**config.mk**
```make
export PLATFORM = sky130hd
export DESIGN_NAME = result_exp_mem
export DESIGN_NICKNAME = d
export VERILOG_FILES = /design/src/rtl/result_exp_mem.sv
export SDC_FILE = /design/constraint.sdc
export NUM_CORES = 1
export LEC_CHECK = 0
export BUFFER_PORTS_ARGS = -buffer_cell sky130_fd_sc_hd__buf_4
export CAP_MARGIN = 10
export CORE_MARGIN = 2
export CORE_UTILIZATION = 65
export CTS_CLUSTER_SIZE = 20
export DETAILED_ROUTE_END_ITERATION = 10
export GPL_TIMING_DRIVEN = 0
export HOLD_SLACK_MARGIN = 0.15
export PLACE_DENSITY_LB_ADDON = 0.1
export REMOVE_ABC_BUFFERS = 1
export SYNTH_ARGS = -nofsm -noshare
export SYNTH_HDL_FRONTEND = slang
export SYNTH_SLANG_ARGS = --single-unit
export TNS_END_PERCENT = 100
```
**constraint.sdc**
```tcl
create_clock -name clk -period 13.5 [get_ports clk]
set_input_delay 0.675 -clock clk [delete_from_list [all_inputs] [get_ports clk]]
set_output_delay 0.675 -clock clk [all_outputs]
set_load 0.02 [all_outputs]
```
**src/rtl/result_exp_mem.sv**
```systemverilog
// Expected-result table: one write port, one asynchronous read port, no reset.
module result_exp_mem #(
    parameter int DATA_W     = 32,
    parameter int NUM_CHECKS = 13
) (
    input  logic              clk,
    input  logic              we,
    input  logic [7:0]        wr_idx,
    input  logic [DATA_W-1:0] wr_data,
    input  logic [7:0]        rd_idx,
    output logic [DATA_W-1:0] rd_data
);
    localparam int         AW    = (NUM_CHECKS > 1) ? $clog2(NUM_CHECKS) : 1;
    localparam logic [7:0] NUM_W = 8'(NUM_CHECKS);

    logic [DATA_W-1:0] mem_q [NUM_CHECKS];

    // Out-of-range indices are dropped so they cannot alias onto a low entry.
    always_ff @(posedge clk) begin
        if (we && (wr_idx < NUM_W)) begin
            mem_q[wr_idx[AW-1:0]] <= wr_data;
        end
    end

    assign rd_data = (rd_idx < NUM_W) ? mem_q[rd_idx[AW-1:0]] : '0;

endmodule

```
# Yosys cells after proc, flatten, opt, wreduce, memory -nomap -nowiden

Memory sizes are Yosys's and may differ from the RTL's.
Index checks and enable logic that the tools add are counted.

Reduce and logical (&&, ||, !) cells: 1
$lt $le $gt $ge: 2
Muxes and demuxes: 3

Operator list:

| cell                 | number |
|---|---|
| $mux W32             | 1 |
| $lt A8 B4 Y1 const B | 2 |
| $mux W1              | 2 |
| $logic_and A1 B1 Y1  | 1 |

Input port bits: 50
Logic and storage cells: 7
Output and inout bits: 32
Memories kept: 1
Memory bits (writable): 416
Register bits: 0

Memory list:

| name  | words | bits a word | rd ports | clocked after memory_dff | write ports | RTL line | RTL |
|---|---|---|---|---|---|---|---|
| mem_q | 13    | 32          | 1        | 0                        | 1           | 16       | `logic [DATA_W-1:0] mem_q [NUM_CHECKS];` |

# Depth between registers and ports, before layout

Depth after elaboration: 4
Mapped depth: 7
Mapped depth without buffers: 3

# Least setup slack after synthesis

OpenSTA, ideal clock, no wires.

Kind: input-to-reg
From: in wr_idx[7]
To: mem mem_q[2][0] (enable)
Path slack: 8.605 ns
Path buffers: 0
Required time: 12.995 ns
Cell stages on the path: 3
Library setup time: 0.505 ns
Arrival: 4.391 ns
Path through: nor4_1 nand3_1 nor4_1

Cells in the longest elaborated chain, start to end: 4

Ends and longest elaborated chain:

| item                          | RTL line | RTL |
|---|---|---|
| start, declared               | 8        | `input logic [7:0] wr_idx,` |
| $lt A8 B4 Y1                  | 20       | `if (we && (wr_idx < NUM_W)) begin` |
| $logic_and A1 B1 Y1           | 20       |  |
| $mux W1                       | 20       |  |
| $mux W1 (implied by the code) | 21       | `mem_q[wr_idx[AW-1:0]] <= wr_data;` |
| end, declared                 | 16       |  |

Every way passes these cells.

# Final worst setup path

From: in rd_idx[0]
To: out rd_data[13]

Cells in the longest elaborated chain, start to end: 2
Elaborated cells between the ends (all ways): 3
Classes of those cells: order compare (1); mux (1); memory (1)

Ends and longest elaborated chain:

| item                                            | RTL line | RTL |
|---|---|---|
| start, declared                                 | 10       | `input logic [7:0] rd_idx,` |
| $lt A8 B4 Y1 or $mem_v2 Z13 W32 (tied branches) | n/a      |  |
| $mux W32 *                                      | 25       | `assign rd_data = (rd_idx < NUM_W) ? mem_q[rd_idx[AW-1:0]] : '0;` |
| end, declared                                   | 11       | `output logic [DATA_W-1:0] rd_data` |

Mark *: on every way between the ends. The rest lies on a longest branch, timed or not.

==> results.sh <==
export IMPL_stdcell_area_sq_um=19070
export IMPL_largest_reg_flops=416
export IMPL_drc_errors=0
export IMPL_synth_edf_count=416
export IMPL_post_drt_wl_per_cell_um=27.59
export IMPL_dp_cells=1248
export IMPL_crit_arrival_ns=3.19
export IMPL_crit_fanout=108
export IMPL_maxCapViolations=0
export IMPL_status="complete, no violations"
export IMPL_fin_cells=1324
export IMPL_cp_cell_sequence="buf_8 -> buf_16 -> mux2i_1 -> o221a_2 -> a211oi_1 -> buf_4"
export IMPL_dieArea_sq_um=26570
export IMPL_synth_distinct_cells=28
export IMPL_clockRootBuffer="clkbuf_16"
export IMPL_drt_initial_drc_count=786
export IMPL_syn_avg_cell_area_sq_um=19.27
export IMPL_dp_final_hpwl_um=20690
export IMPL_leakagePower_nw=6.469
export IMPL_dr_pass1_iters=5
export IMPL_clockBufferDepth=3
export IMPL_n_antenna_cell=0
export IMPL_antenna_found_initial=0
export IMPL_yosysWarnings=0
export IMPL_post_cts_resized=0
export IMPL_postCtsSetupBuffers=0
export IMPL_io_pins=82
export IMPL_fin_crit_ns=3.866
export IMPL_initial_utilization=0.6565
export IMPL_ctsHoldBuffers=0
export IMPL_io_buffers=81
export IMPL_detail_route_antenna_nets=0
export IMPL_avgViaCountPerCell=6.509
export IMPL_grt_pass1_vias=9004
export IMPL_drive_gt1_frac=0.2887
export IMPL_setup_viol=0
export IMPL_finalCritPeriodShare=0.2864
export IMPL_grt_max_degree=109
export IMPL_ys_flop_type="edfxtp_1"
export IMPL_hold_class="in2reg"
export IMPL_vias=8618
export IMPL_gp_congestion=0.7128
export IMPL_synth_area_leaders="edfxtp_1, mux2i_1, mux2_2"
export IMPL_placedInstanceArea_sq_um=17840
export IMPL_worstMarginPinSlew_ns=1.046
export IMPL_synthArstFlopShare=0
export IMPL_syn_to_final_growth_pct=16.04
export IMPL_cp_required_ns=12.82
export IMPL_track_usage=0.2815
export IMPL_syn_area_sq_um=16440
export IMPL_fmaxAchievable_mhz=258.7
export IMPL_core_area_sq_um=25040
export IMPL_yosysMostFrequentCell="edfxtp_1"
export IMPL_cpPeakStageDelay_ns=0.56
export IMPL_nets=1011
export IMPL_ys_seq_area_frac=0.7600
export IMPL_rows=58
export IMPL_synthTopCellsByCount="edfxtp_1, mux2i_1, mux2_2"
export IMPL_fp_dieH_um=163.0
export IMPL_cts_buffers=41
export IMPL_setup_tns_ns=0
export IMPL_yosysTopAreaCell="edfxtp_1"
export IMPL_start_kind="input pin"
export IMPL_ys_seq_elements=416
export IMPL_fp_dieW_um=163.0
export IMPL_wirelength_um=36530
export IMPL_relSlewSlack=0.2989
export IMPL_cts_tree="yes"
export IMPL_powerDensity_nw_per_um2=136.1
export IMPL_synth_top_cell_area_share=0.7600
export IMPL_end_kind="output port"
export IMPL_grt_pass1_wl_um=53880
export IMPL_worstHoldStart="wr_data[29]"
export IMPL_cts_max_level=2
export IMPL_critical_path_slowest_cell="buf_8"
export IMPL_crit_start="rd_idx[0]"
export IMPL_rsz0062_at_grt="false"
export IMPL_cts_sinks=416
export IMPL_hold_violations=0
export IMPL_clkSlewWorstSetupHoldPaths_ns=0.06
export IMPL_final_max_slew_viol_count=0
export IMPL_netlist_instances=853
export IMPL_grt_overflow_total=0
export IMPL_critPathKind="in2out"
export IMPL_vdd_ir_drop_max_uv=109.9
==> layout make-up <==
| cell class | instances | area [sq um] |
|---|---|---|
| sequential | 416 | 12490 |
| tap | 330 | 412.9 |
| multi-input combinational | 381 | 3709 |
| clock buffer | 51 | 1106 |
| fill | 1365 | 5964 |
| timing repair buffer | 121 | 1222 |
| clock inverter | 25 | 130.1 |
==> cell usage in the layout, fill, tap and decap left out, types with 2 or more instances in the layout <==
cell type,netlist,final
buf_8,1,4
o221a_2,26,26
o22a_1,32,32
nor3_2,0,5
nand2_2,0,2
mux2_4,9,9
nor4_1,3,2
clkinv_2,0,9
edfxtp_1,416,416
clkbuf_16,0,43
a211oi_1,32,32
nand2b_1,3,2
a21boi_0,32,32
buf_12,1,8
nor2_4,0,7
buf_16,0,6
o221a_1,6,6
mux2_2,55,55
nor2b_4,0,2
buf_6,5,17
buf_4,13,86
mux2i_1,128,128
clkbuf_1,20,8
clkinvlp_4,0,2
clkinv_1,0,12
a221oi_1,32,32
==> cells by family after synthesis <==
logic type	after synthesis	synth area share
AOI/OAI and AO/OA	161	0.08602
muxes	192	0.1239
DFF	416	0.7600
and+or+nand+nor	28	0.009136
buffers and inverters	56	0.02093
==> worst paths after layout <==
kind / to / slack [ns] / cells after the start
worst max-delay path: rd_data[13] / 9.63 / 6
worst min-delay path: mem_q[1][29]$_DFFE_PP_ / 0.40 / 1
==> worst max-delay path, delay by kind of cell <==
family                 cells  cell delay [ns]
buffers and inverters      3             1.36
AOI/OAI and AO/OA          2             0.83
muxes                      1             0.18
==> routing by layer <==
metal,track usage,share of wire
met5,0,0
met4,0.1090,0.033
met3,0.04749,0.070
met2,0.4881,0.52
met1,0.3598,0.37
==> report_power, final <==
| part | internal (mW) | switching, mW | total, mW |
|---|---|---|---|
| Clock | 0.583 | 0.462 | 1.05 |
| Sequential | 1.42 | 0.000659 | 1.42 |
| Combinational | 0.0528 | 0.0737 | 0.126 |
==> per-stage QoR <==
stage | power [mW] | utilization | setup slack [ns] | hold slack (ns)
CTS | 2.608 | 0.7618 | 9.705 | 0.3883
global placement | 1.566 | 0.6835 | 4.258 | 0.9292
floorplan | 1.504 | - | 8.605 | 0.7739
detailed placement | 1.576 | 0.7124 | 9.726 | 0.9448
finish | 2.596 | 0.7618 | 9.634 | 0.3994
global route | 2.669 | 0.7618 | 9.597 | 0.4001
Power figures use the tool's default switching activity.
